## config.mk

```make
export PLATFORM = sky130hd
export DESIGN_NAME = io_tile_top_param
export DESIGN_NICKNAME = d
export VERILOG_FILES = /design/src/rtl/io_tile_top_param.sv
export SDC_FILE = /design/constraint.sdc
export NUM_CORES = 1
export LEC_CHECK = 0
export ABC_CLOCK_PERIOD_IN_PS = 3200
export BUFFER_PORTS_ARGS = -buffer_cell sky130_fd_sc_hd__buf_4
export CORE_MARGIN = 2
export CORE_UTILIZATION = 45
export DETAILED_ROUTE_END_ITERATION = 7
export SETUP_SLACK_MARGIN = 0.2
export SLEW_MARGIN = 10
export SYNTH_ARGS = -nofsm -noshare
export SYNTH_HDL_FRONTEND = slang
export SYNTH_SLANG_ARGS = --single-unit
```

## constraint.sdc

```tcl
create_clock -name config_clock -period 3.2 [get_ports config_clock]
set_clock_uncertainty 0.05 [all_clocks]
set_input_delay 0.64 -clock config_clock [delete_from_list [all_inputs] [get_ports config_clock]]
set_output_delay 0.64 -clock config_clock [all_outputs]
set_load 0.02 [all_outputs]
```

## src/rtl/io_tile_top_param.sv

```systemverilog
// ============================================================================
// io_tile_top_param
//   Configurable IO tile: serial shadow config chain with commit, routing
//   pads to interconnect and interconnect to pads (optionally registered).
//   Revision: 1.0
// ============================================================================
`default_nettype none

module io_tile_top_param #(
    parameter int IO_WIDTH = 4,
    parameter int IC_WIDTH = 6
) (
    input  logic                config_clock,
    input  logic                config_reset,
    input  logic                config_in,
    input  logic                config_enable,
    input  logic                config_commit,
    output logic                config_out,
    output logic                config_ready,
    output logic                config_active,
    input  logic [IO_WIDTH-1:0] data_from_io,
    output logic [IO_WIDTH-1:0] data_to_io,
    input  logic [IC_WIDTH-1:0] data_from_ic,
    output logic [IC_WIDTH-1:0] data_to_ic
);

    localparam int SEL_IC       = (IC_WIDTH > 1) ? $clog2(IC_WIDTH) : 1;
    localparam int SEL_IO       = (IO_WIDTH > 1) ? $clog2(IO_WIDTH) : 1;
    localparam int CONFIG_WIDTH = IO_WIDTH * (SEL_IC + 1) + IC_WIDTH * SEL_IO;
    localparam int IC_SEL_BASE  = IO_WIDTH * SEL_IC;
    localparam int MODE_BASE    = IO_WIDTH * SEL_IC + IC_WIDTH * SEL_IO;
    localparam int CNT_W        = $clog2(CONFIG_WIDTH + 1);
    localparam int IC_PAD       = 2 ** SEL_IC;
    localparam int IO_PAD       = 2 ** SEL_IO;
    localparam logic [CNT_W-1:0] CNT_MAX = CNT_W'(CONFIG_WIDTH);

    logic [CONFIG_WIDTH-1:0] shadow;
    logic [CONFIG_WIDTH-1:0] active;
    logic [CNT_W-1:0]        count;
    logic [IO_WIDTH-1:0]     io_reg;
    logic                    active_flag;
    logic [IO_WIDTH-1:0]     io_mux;
    logic [IC_PAD-1:0]       ic_pad;
    logic [IO_PAD-1:0]       io_pad;
    logic                    commit_ok;

    // Zero-extending the sources to a power of two makes any
    // out-of-range select read a constant 0.
    assign ic_pad = IC_PAD'(data_from_ic);
    assign io_pad = IO_PAD'(data_from_io);

    assign config_out    = shadow[CONFIG_WIDTH-1];
    assign config_ready  = (count == CNT_MAX);
    assign config_active = active_flag;
    assign commit_ok     = config_commit && config_ready;

    always_ff @(posedge config_clock) begin
        if (config_reset) begin
            shadow      <= '0;
            active      <= '0;
            count       <= '0;
            io_reg      <= '0;
            active_flag <= 1'b0;
        end else begin
            if (config_enable) begin
                shadow <= {shadow[CONFIG_WIDTH-2:0], config_in};
            end
            if (commit_ok) begin
                active      <= shadow;
                active_flag <= 1'b1;
                count       <= config_enable ? CNT_W'(1) : '0;
            end else if (config_enable && (count != CNT_MAX)) begin
                count <= count + 1'b1;
            end
            io_reg <= io_mux;
        end
    end

    for (genvar i = 0; i < IO_WIDTH; i++) begin : g_to_io
        logic [SEL_IC-1:0] sel;
        assign sel           = active[i*SEL_IC +: SEL_IC];
        assign io_mux[i]     = ic_pad[sel];
        assign data_to_io[i] = active_flag &
                               (active[MODE_BASE+i] ? io_reg[i] : io_mux[i]);
    end

    for (genvar j = 0; j < IC_WIDTH; j++) begin : g_to_ic
        logic [SEL_IO-1:0] sel;
        assign sel           = active[IC_SEL_BASE + j*SEL_IO +: SEL_IO];
        assign data_to_ic[j] = active_flag & io_pad[sel];
    end

endmodule

`default_nettype wire

```

Yosys cells after proc, flatten, opt, wreduce, memory -nomap -nowiden
Cells that the tools add are included.
{ "op_classes": {"n_addsub": 1, "n_bitwise": 10, "mux": 27, "magnitude_cmp": 10, "n_reduce_logical": 3, "eq_ne": 2} }
{ "op_table": {"columns": ["cell", "n"], "rows": [
  ["$lt A2 B3 Y1 const B", 6],
  ["$lt A3 B4 Y1 const B", 4],
  ["$mux W1", 15],
  ["$bmux W1 S2", 6],
  ["$bmux W1 S3", 4],
  ["$and A1 B1 Y1", 10],
  ["$mux W5", 2],
  ["$add A5 B1 Y5 const B", 1],
  ["$eq A5 B5 Y1 const B", 1],
  ["$ne A5 B5 Y1 const B", 1],
  ["$logic_and A1 B1 Y1", 2],
  ["$reduce_bool A2 Y1", 1]
]} }
{ "word_totals": {"regBits": 66, "wordCells": 58, "out_inout_bits": 13, "input_bits": 15} }

Depth between registers and ports, before layout
Gate-level depths: netlist (run 1).
{ "depth": {"depth_word": 4, "mapped_depth": 7, "mapped_depth_nobuf": 6} }

Worst setup path after synthesis (run 1)
No wires, ideal clock.
{ "synth_timing": {"path_kind": "input -> output", "startpoint": "in data_from_ic[5]", "endpoint": "out data_to_io[0]", "stages": 3, "arrival_time_ns": 1.468, "slack_ns": 1.042, "path_cell_list": "mux4_2 -> a22oi_2 -> a21oi_1"} }
{ "synth_via": {"elab_chain_len": 4} }
{ "synth_rtl": {"columns": ["element", "line", "source"], "rows": [
  ["from (decl)", "23", "input logic [IC_WIDTH-1:0] data_from_ic,"],
  ["$bmux W1 S3", "82", "assign io_mux[i] = ic_pad[sel];"],
  ["$mux W1 (not written as such)", "82", null],
  ["$mux W1", "84", "(active[MODE_BASE+i] ? io_reg[i] : io_mux[i]);"],
  ["$and A1 B1 Y1", "83", "assign data_to_io[i] = active_flag &"],
  ["to (decl)", "22", "output logic [IO_WIDTH-1:0] data_to_io,"]
]} }
No other way between the ends. The select of a mux whose other input is x is not followed.

Worst setup path after layout (run 1)
{ "layout_timing": {"startpoint": "reg count[0]", "endpoint": "out config_ready"} }
{ "layout_via": {"elab_chain_len": 1} }
{ "layout_rtl": {"columns": ["element", "line", "source"], "rows": [
  ["from (decl)", "39", "logic [CNT_W-1:0] count;"],
  ["from (signal assigned)", "71", "count <= config_enable ? CNT_W'(1) : '0;"],
  ["from (signal assigned)", "73", "count <= count + 1'b1;"],
  ["$eq A5 B5 Y1", "53", "assign config_ready = (count == CNT_MAX);"],
  ["to (decl)", "19", "output logic config_ready,"]
]} }
No other way between the ends.

==> flow_summary.json, run 1 <==
{
  "area_delta_synth_final_pct": 12.07,
  "worstHoldPathType": "reg -> reg",
  "worst_pin_slew_ns": 0.7430,
  "top_regs": "active x28, shadow x28, count x5",
  "initial_core_util": 0.4629,
  "placementRows": 29,
  "crit_chain": "inv_1 -> ha_1 -> nand4_2 -> inv_2 -> buf_4",
  "period_minus_slack_ns": 2.625,
  "fin_total_pwr_mw": 1.519,
  "setup_viol": 0,
  "num_vias": 2220,
  "cap_violations": 0,
  "finalCritPeriodShare": 0.8203,
  "cp_top_family": "simple AND/OR/NAND/NOR gates",
  "pin_count": 28,
  "slew_viol_final": 0,
  "tns_ns": 0,
  "tritoncts": "built",
  "grt_pass1_vias": 2195,
  "cts_root_buffer": "clkbuf_8",
  "clk_latency_ns": 0.33,
  "wirelength_um": 6173,
  "ys.flop_type": "dfxtp_1",
  "portBuffers": 27,
  "final_layout_size_suffix_gt1_frac": 0.1982,
  "r2r_slack_ns": 0.79,
  "drt-wirelength-per-cell_um": 15.24,
  "ys_seq_elements": 66,
  "ys_types": 30,
  "rsz0062_at_grt": "false",
  "hold_ws_ns": 0.4273,
  "cts_resized": 0,
  "end_kind": "primary output",
  "final_area_um2": 3276,
  "final_nets": 340,
  "vias_per_cell": 5.481,
  "grt_overflow": 0,
  "report.final.hold_viol_count": 0,
  "clockBufferDepth": 2,
  "synthSimpleGateAreaFrac": 0.1391,
  "numCtsBuffers": 9,
  "die_x_um": 84.59,
  "cp_data_arrival_time_ns": 1.94,
  "cpMaxStageDelayCell": "nand4_2",
  "grt_first_pass_wirelength_um": 10870,
  "synth_edf_count": 0,
  "yosysTopAreaCell": "dfxtp_1",
  "p_int_mw": 1.166,
  "final_util": 0.5188,
  "grt_max_degree": 68,
  "synth_compound_gate_area_share": 0.1460,
  "ys_top_cells_by_area": "dfxtp_1 45%, mux2i_1 11%, mux4_2 7.7%",
  "yosysTopAreaCellShare": 0.4521,
  "yosysSeqAreaShare": 0.4521,
  "synth_xor_area_frac": 0,
  "syn_area_um2": 2923,
  "dr.pass1.iters": 4,
  "ant_nets": 0,
  "startpoint_type": "flop",
  "fmax_mhz": 380.9,
  "pwr-share-comb": 0.061,
  "die-area_um2": 7155,
  "routabilityCongestion": 0.7090,
  "p_clk_frac": 0.391,
  "synth_mux_area_frac": 0.1986,
  "syn-num-nets": 326,
  "pwr-share-seq": 0.548,
  "core_area_um2": 6314,
  "p_switching_mw": 0.3531,
  "die_h_um": 84.59,
  "clk_pin_slew_ns": 0.07,
  "holdBufCountCts": 0,
  "drc_errors": 0,
  "syn_inst": 309,
  "switching_share": 0.2325,
  "path_class": "reg -> out",
  "slowest_delay_ns": 0.60,
  "p_leak_nw": 1.230,
  "crit_required_ns": 2.51,
  "drtIter0Drc": 126,
  "synth_area_per_cell_um2": 9.459,
  "cp_max_fo": 30,
  "yosys.area_share.adder": 0.008562,
  "placed_area_um2": 3112,
  "dp_hpwl_um": 3775,
  "antenna_found_initial": 0,
  "synth_top_family_by_area": "multiplexers",
  "n_antenna_cell": 0,
  "synthArstFlopShare": 0,
  "htreeDepth": 3,
  "power_density_nw_per_um2": 463.7,
  "cp_num_buf_inv": 3,
  "relSlewSlack": 0.5035,
  "peakVddDrop_mv": 0.2268,
  "clock_sinks": 66,
  "grtUsageTotal": 0.1888,
  "yosysWarnings": 0,
  "post_cts_buffers": 0,
  "outcome": "completed"
}
-- cells in the mapped netlist (all sizes together) (3+ instances only) --
library cell / instances
buf: 15
a22oi: 4
o21ai: 32
a21oi: 34
nand3: 30
nor2b: 4
mux4: 10
nand2b: 3
mux2i: 31
and2: 6
inv: 12
nor2: 34
mux2: 4
dfxtp: 66
clkbuf: 10
-- worst min-delay path, cell delays in order (launching register included) --
cell and delay [ns]:
dfxtp_1 0.32, nand3_1 0.06, a21oi_1 0.05
-- path summary, 6_finish.rpt --
check,start,endpoint,depth (start not counted)
min,shadow[8],active[8],2
max,count[0],config_ready,5
min reg2reg,shadow[8],active[8],2
max reg2reg,count[0],count[1],7
-- per-layer routing --
metal / GRT usage / vias to the layer above / routed length (um) / share of wire
li1: - / 1122 / - / -
met1: 0.2575 / 1068 / 2996 / 0.49
met2: 0.2949 / 26 / 2950 / 0.48
met3: 0.03245 / 4 / 169 / 0.027
met4: 0.08225 / 0 / 57 / 0.0092
met5: 0 / - / 0 / 0
-- power by group through the flow --
stage | clock [mW] | sequential, mW | combinational [mW]
after floorplan | 0 | 0.849 | 0.0653
after global placement | 0 | 0.851 | 0.0933
after detailed placement | 0 | 0.851 | 0.0940
after CTS | 0.614 | 0.832 | 0.0942
after global routing | 0.653 | 0.832 | 0.102
final | 0.594 | 0.832 | 0.0932
-- per-stage QoR --
stage	instances	worst slack (ns)
4_1_cts	405	0.5032
5_1_grt	405	0.3671
6_report	405	0.5749
2_1_floorplan	309	1.042
3_5_place_dp	389	0.7492
3_3_place_gp	389	0.7825
-- cell families after synthesis --
kind of cell    count (synthesis)
compound gates                 75
buf+inv                        37
mux                            45
simple gates                   84
flops                          66
fa+ha+maj                       2
-- cell type report --
type	instances	area, um^2
sequential	66	1321
clock buffer	13	148.9
multi-input combinational	206	1439
tap	77	96.34
inverter	12	45.04
clock inverter	3	15.01
timing repair buffer	28	210.2
fill	636	3038
-- cells in the final DEF, fill, tap and decap left out, drive strengths merged, types with 2 or more instances in the layout --
cell / instances
buf: 28
and2: 6
o21ai: 32
a21oi: 34
inv: 12
nand2b: 3
dfxtp: 66
mux4: 10
nand3: 30
mux2i: 31
clkbuf: 13
a22oi: 4
a31oi: 2
nor2: 34
mux2: 4
nor2b: 4
clkinv: 3
nand2: 2
nand4: 2
ha: 2
Note: power is estimated with default switching activity, not from simulation.
==> inputs of run 2 (changes only) <==
--- a/config.mk
+++ b/config.mk
@@ -5,7 +5,8 @@
 export SDC_FILE = /design/constraint.sdc
 export NUM_CORES = 1
 export LEC_CHECK = 0
-export ABC_CLOCK_PERIOD_IN_PS = 3200
+export ABC_AREA = 1
+export ABC_CLOCK_PERIOD_IN_PS = 2600
 export BUFFER_PORTS_ARGS = -buffer_cell sky130_fd_sc_hd__buf_4
 export CORE_MARGIN = 2
 export CORE_UTILIZATION = 45
==> constraint.sdc (replaced) <==
create_clock -name config_clock -period 2.6 [get_ports config_clock]
set_clock_uncertainty 0.05 [all_clocks]
set_input_delay 0.52 -clock config_clock [delete_from_list [all_inputs] [get_ports config_clock]]
set_output_delay 0.52 -clock config_clock [all_outputs]
set_load 0.02 [all_outputs]
==> run 2 against run 1 <==
Net effect: critical path depth increased by 4; synthesized area decreased by 2.7%; register-to-register slack about the same; sequential power increased by 29%; final cell count increased by 24%; count of clock-buffer cells in the layout unchanged; first-iteration DRC count decreased by 17%; setup slack improved by 0.026 ns; via count increased by 14%; total power increased by 27%; sequential cell count unchanged; core utilization increased by 1.6 points.
==> flow_summary.json, run 2 <==
{
  "outcome": "completed",
  "clk_latency_ns": 0.33,
  "cpMaxStageDelayCell": "dfxtp_1",
  "report.final.hold_viol_count": 0,
  "cpMostUsedCell": "nand2_1",
  "ys_types": 21,
  "grt_util_met3": 0.03264,
  "ys_seq_elements": 66,
  "p_leak_nw": 1.381,
  "rsz0062_at_grt": "false",
  "peakVddDrop_mv": 0.3674,
  "syn_inst": 402,
  "clock_sinks": 66,
  "final_common_cell": "nor2_1",
  "synthTopCellsByCount": "94 x nor2_1, 66 x dfxtp_1, 61 x o21ai_0",
  "worst-r2r-cell-count": 9,
  "worstHoldPathType": "in -> reg",
  "syn_area_um2": 2843,
  "cts_root_buffer": "clkbuf_8",
  "yosysMostFrequentCell": "nor2_1",
  "nFillCells": 616,
  "antenna_found_initial": 0,
  "synthArstFlopShare": 0,
  "yosysTopAreaCell": "dfxtp_1",
  "fmax_mhz": 500.1,
  "crit_required_ns": 2.03,
  "slowest_delay_ns": 0.42,
  "final_area_um2": 3223,
  "drtIter0Drc": 105,
  "die-area_um2": 6969,
  "initial_core_util": 0.4718,
  "grtUsageTotal": 0.1816,
  "drt-wirelength-per-cell_um": 12.29,
  "cp_max_fo": 5,
  "routabilityCongestion": 0.8953,
  "portBuffers": 27,
  "final_layout_size_suffix_gt1_frac": 0.1098,
  "num_vias": 2528,
  "power_density_nw_per_um2": 600.6,
  "clk_pin_slew_ns": 0.07,
  "wirelength_um": 6184,
  "tritoncts": "built",
  "vias_per_cell": 5.026,
  "finalCritPeriodShare": 0.7691,
  "dr.pass1.iters": 4,
  "path_class": "reg -> out",
  "placed_area_um2": 3059,
  "worst_pin_slew_ns": 0.4435,
  "setup_viol": 0,
  "yosysWarnings": 0,
  "grt.met2_usage": 0.2654,
  "slew_viol_final": 0,
  "holdBufCountCts": 0,
  "holdPathStages": 3,
  "pin_count": 28,
  "die_x_um": 83.48,
  "syn-num-nets": 419,
  "tns_ns": 0,
  "synth_area_per_cell_um2": 7.071,
  "cap_violations": 0,
  "yosysTopAreaCellShare": 0.4648,
  "grt_overflow": 0,
  "placementRows": 28,
  "busiest_layer": "met2",
  "n_antenna_cell": 0,
  "grt_first_pass_wirelength_um": 10400,
  "dp_slack_ns": 0.6944,
  "grtUsageMet1": 0.2621,
  "htreeDepth": 3,
  "ys.flop_type": "dfxtp_1",
  "dp_hpwl_um": 4203,
  "top_regs": "active x28, shadow x28, count x5",
  "most-common-layout-cells": "94 x nor2_1, 66 x dfxtp_1, 61 x o21ai_0",
  "clockBufferDepth": 2,
  "crit_chain": "inv_1 -> nand2_1 -> nand3_1 -> nand2_1 -> nand2_1 -> nand3_1 -> nand2_1 -> inv_1 -> buf_4",
  "layout_setup_ws_ns": 0.6005,
  "ant_nets": 0,
  "drc_errors": 0,
  "ys_top_cells_by_area": "dfxtp_1 46%, nor2_1 12%, o21ai_0 11%",
  "cts_resized": 0,
  "die_h_um": 83.48,
  "area_delta_synth_final_pct": 13.38,
  "grt_pass1_vias": 2284,
  "post_cts_buffers": 0,
  "end_kind": "primary output",
  "synth_edf_count": 0,
  "period_minus_slack_ns": 2.000,
  "final_nets": 440,
  "numCtsBuffers": 9,
  "multi_input_area_um2": 1264,
  "regArea_um2": 1321,
  "relSlewSlack": 0.7040,
  "grt_max_degree": 40,
  "startpoint_type": "flop",
  "cp_data_arrival_time_ns": 1.43,
  "hold_ws_ns": 0.3616,
  "core_area_um2": 6026,
  "yosysSeqAreaShare": 0.4648
}
==> run 2: cell count changes after synthesis, moves of 4 or more <==
cell / previous run / this run
o21ai_0: 30 / 61
and2_1: 6 / 0
buf_2: 10 / 2
o21ai_1: 2 / 7
nor2_1: 34 / 94
a22oi_2: 4 / 0
o211ai_1: 0 / 6
nor2b_1: 4 / 0
nand3_1: 30 / 20
mux2_2: 4 / 0
mux2i_1: 31 / 0
mux4_2: 10 / 0
inv_1: 10 / 37
nand2_1: 2 / 47
==> run 2: worst paths after layout <==
check | start | to | slack, ns
setup / recovery | active[9] | data_to_io[3] | 0.60
hold / removal | config_in | shadow[0] | 0.36
setup reg to reg | count[0] | count[2] | 0.78
hold reg to reg | active[8] | active[8] | 0.43
==> run 2: worst max-delay path: cells and delay by family (launching register included) <==
family / cells / cell delay, ns
DFF: 1 / 0.42
and+or+nand+nor: 6 / 0.39
buffers and inverters: 3 / 0.30
==> run 2: metal layers <==
metal / part of all wire / vias to the layer above
met3: 0.043 / 4
met4: 0.0092 / 0
met5: 0 / -
li1: - / 1337
met2: 0.41 / 53
met1: 0.54 / 1134
==> run 2: layout make-up <==
cell class / count / share of cell area
Inverter: 38 / 0.04425
Multi-Input combinational cell: 278 / 0.3921
Clock buffer: 13 / 0.04620
Tap cell: 75 / 0.02911
Timing Repair Buffer: 30 / 0.07376
Sequential cell: 66 / 0.4099
Clock inverter: 3 / 0.004658
==> run 2: per-stage QoR <==
stage                     cells  power (mW)  utilization
after floorplan             402       1.175            -
after global placement      487       1.223       0.5077
after detailed placement    487       1.224       0.5077
after CTS                   503       1.951       0.5349
after global routing        503       2.018       0.5349
final                       503       1.936       0.5349
==> run 2: cells by family after synthesis <==
| kind of cell | share of synthesized area |
|---|---|
| compound gates | 0.1989 |
| xor+xnor | 0.003082 |
| fa+ha+maj | 0.008801 |
| buf+inv | 0.09067 |
| flops | 0.4648 |
| simple gates | 0.2337 |
==> run 2: power by group <==
part           switching (mW)  internal, mW  leakage (nW)
sequential             0.0216          1.04         0.539
clock                   0.366         0.369        0.0872
combinational          0.0826        0.0533         0.755
total                   0.470          1.47          1.38
==> inputs of run 3 (changes only) <==
--- a/config.mk
+++ b/config.mk
@@ -5,12 +5,13 @@
 export SDC_FILE = /design/constraint.sdc
 export NUM_CORES = 1
 export LEC_CHECK = 0
-export ABC_AREA = 1
-export ABC_CLOCK_PERIOD_IN_PS = 2600
+export ABC_AREA = 0
+export ABC_CLOCK_PERIOD_IN_PS = 1800
 export BUFFER_PORTS_ARGS = -buffer_cell sky130_fd_sc_hd__buf_4
 export CORE_MARGIN = 2
 export CORE_UTILIZATION = 45
 export DETAILED_ROUTE_END_ITERATION = 7
+export PLACE_DENSITY = 0.66
 export SETUP_SLACK_MARGIN = 0.2
 export SLEW_MARGIN = 10
 export SYNTH_ARGS = -nofsm -noshare
==> constraint.sdc (replaced) <==
create_clock -name config_clock -period 1.8 [get_ports config_clock]
set_clock_uncertainty 0.05 [all_clocks]
set_input_delay 0.36 -clock config_clock [delete_from_list [all_inputs] [get_ports config_clock]]
set_output_delay 0.36 -clock config_clock [all_outputs]
set_load 0.02 [all_outputs]
==> run 3 against run 2 <==
Net effect: the flow now finishes with violations (negative setup slack); global-route usage fell by 0.68 points; register-to-register slack worse by 0.46 ns; worst hold slack got worse by 0.15 ns; combinational power increased by 45%; final cell count fell by 16%; setup slack got worse by 0.85 ns; sequential power increased by 38%; clock power is 83% higher; cell area grew 11%; critical path type unchanged.
==> flow_summary.json, run 3 (same netlist as run 1, synthesis figures left out) <==
{
  "peakVddDrop_mv": 0.6884,
  "wirelength_um": 5793,
  "startpoint_type": "flop",
  "most-common-layout-cells": "53 x dfxtp_1, 34 x nor2_1, 31 x mux2i_1, 31 x buf_4",
  "busiest_layer": "met2",
  "power_density_nw_per_um2": 839.2,
  "rsz0062_at_grt": "true",
  "slowest_delay_ns": 0.51,
  "worstHoldPathType": "in -> reg",
  "crit_required_ns": 1.39,
  "die_h_um": 84.59,
  "dr.pass1.iters": 4,
  "worst_pin_slew_ns": 0.6161,
  "n_antenna_cell": 0,
  "p_int_mw": 2.338,
  "initial_core_util": 0.4629,
  "die-area_um2": 7155,
  "clock_sinks": 66,
  "ant_nets": 0,
  "dp_slack_ns": -0.05636,
  "cap_violations": 0,
  "final_common_cell": "dfxtp_1",
  "grtUsageTotal": 0.1748,
  "period_minus_slack_ns": 2.048,
  "antenna_found_initial": 0,
  "dp_hpwl_um": 3776,
  "fmax_mhz": 488.3,
  "portBuffers": 27,
  "relSlewSlack": 0.5893,
  "die_x_um": 84.59,
  "outcome": "finished with violations",
  "cp_top_family": "multiplexers",
  "path_class": "reg -> out",
  "p_switching_mw": 0.6770,
  "area_delta_synth_final_pct": 22.90,
  "finalCritPeriodShare": 1.138,
  "clockBufferDepth": 2,
  "numCtsBuffers": 9,
  "htreeDepth": 3,
  "slew_viol_final": 0,
  "cp_data_arrival_time_ns": 1.64,
  "switching_share": 0.2246,
  "placed_area_um2": 3214,
  "pwr-share-seq": 0.490,
  "routabilityCongestion": 0.7814,
  "final_nets": 356,
  "grt_overflow": 0,
  "drc_errors": 0,
  "tritoncts": "built",
  "cts_root_buffer": "clkbuf_8",
  "end_kind": "primary output",
  "top_regs": "active x28, shadow x28, count x5",
  "pwr-share-comb": 0.065,
  "fin_total_pwr_mw": 3.015,
  "final_layout_size_suffix_gt1_frac": 0.3227,
  "num_vias": 2261,
  "grtUsageMet1": 0.2219,
  "p_leak_nw": 1.371,
  "p_clk_frac": 0.445,
  "final_area_um2": 3592,
  "clk_latency_ns": 0.33,
  "clk_pin_slew_ns": 0.07,
  "report.final.hold_viol_count": 0,
  "placementRows": 29,
  "cp_num_buf_inv": 1,
  "grt_util_met3": 0.03638,
  "setup_viol": 10,
  "grt_pass1_vias": 2218,
  "drt-wirelength-per-cell_um": 13.76,
  "drtIter0Drc": 90,
  "violations": "negative setup slack",
  "grt_first_pass_wirelength_um": 10090,
  "grt_max_degree": 61,
  "cp_max_fo": 2,
  "core_area_um2": 6314,
  "pin_count": 28,
  "vias_per_cell": 5.371,
  "crit_chain": "mux4_2 -> a22oi_2 -> a21oi_2 -> buf_4",
  "cpMaxStageDelayCell": "mux4_2",
  "layout_setup_ws_ns": -0.2480,
  "grt.met2_usage": 0.2856
}
## run 3: cell count changes in the layout (fill, tap and decap cells not counted), sizes merged, moves of 6 or more
| cell | delta |
|---|---|
| inv | -26 |
| o21ai | -36 |
| o211ai | -6 |
| mux2i | +31 |
| nand2 | -47 |
| buf | +14 |
| nor2 | -61 |
| and2 | +6 |
| nand3 | +10 |
| mux4 | +10 |
## run 3: repair_timing
action	4_1_cts	5_1_grt
gates resized for setup	33	6
hold buffers	0	0
pin swaps	8	0
setup buffers	5	1
setup endpoints to repair	27	25
## run 3: area by class of cell
class,instances,area [um^2]
clock buffer,9,123.9
clock inverter,7,93.84
fill,587,2721
inverter,12,47.55
multi-input combinational,206,1505
sequential,66,1338
tap,77,96.34
timing repair buffer,44,387.9
## run 3: path summary, 6_finish.rpt
| check | from | end | cells past startpoint | slack [ns] |
|---|---|---|---|---|
| max reg2reg | count[0] | count[0] | 7 | 0.32 |
| min reg2reg | shadow[7] | active[7] | 2 | 0.43 |
| max | active[9] | data_to_io[3] | 4 | -0.25 |
| min | config_in | shadow[0] | 3 | 0.21 |
## run 3: power groups by stage
stage | registers (mW) | clock network [mW] | logic (mW)
floorplan | 1.51 | 0 | 0.117
CTS | 1.48 | 1.37 | 0.191
detailed placement | 1.51 | 0 | 0.173
global route | 1.48 | 1.44 | 0.213
global placement | 1.51 | 0 | 0.171
finish | 1.48 | 1.34 | 0.197
## run 3: layer usage
layer	routed length [um]	share of wire
met5	0	0
met3	124	0.021
met4	85	0.015
met2	2808	0.48
met1	2773	0.48
## run 3: worst reg2reg max path, delay by kind of cell, from the launching register on
family          cells  cell delay (ns)
simple gates        1             0.12
flops               1             0.33
fa+ha+maj           1             0.14
compound gates      2             0.38
buf+inv             3             0.40
## run 3: per-stage QoR
stage	std cells	hold WS (ns)	utilization	setup TNS, ns
floorplan	309	0.4039	-	0
global placement	399	0.4159	0.5091	-0.1365
detailed placement	399	0.4201	0.5091	-0.1728
CTS	420	0.2016	0.5630	-1.414
global route	421	0.2279	0.5690	-1.773
finish	421	0.2082	0.5690	-1.153
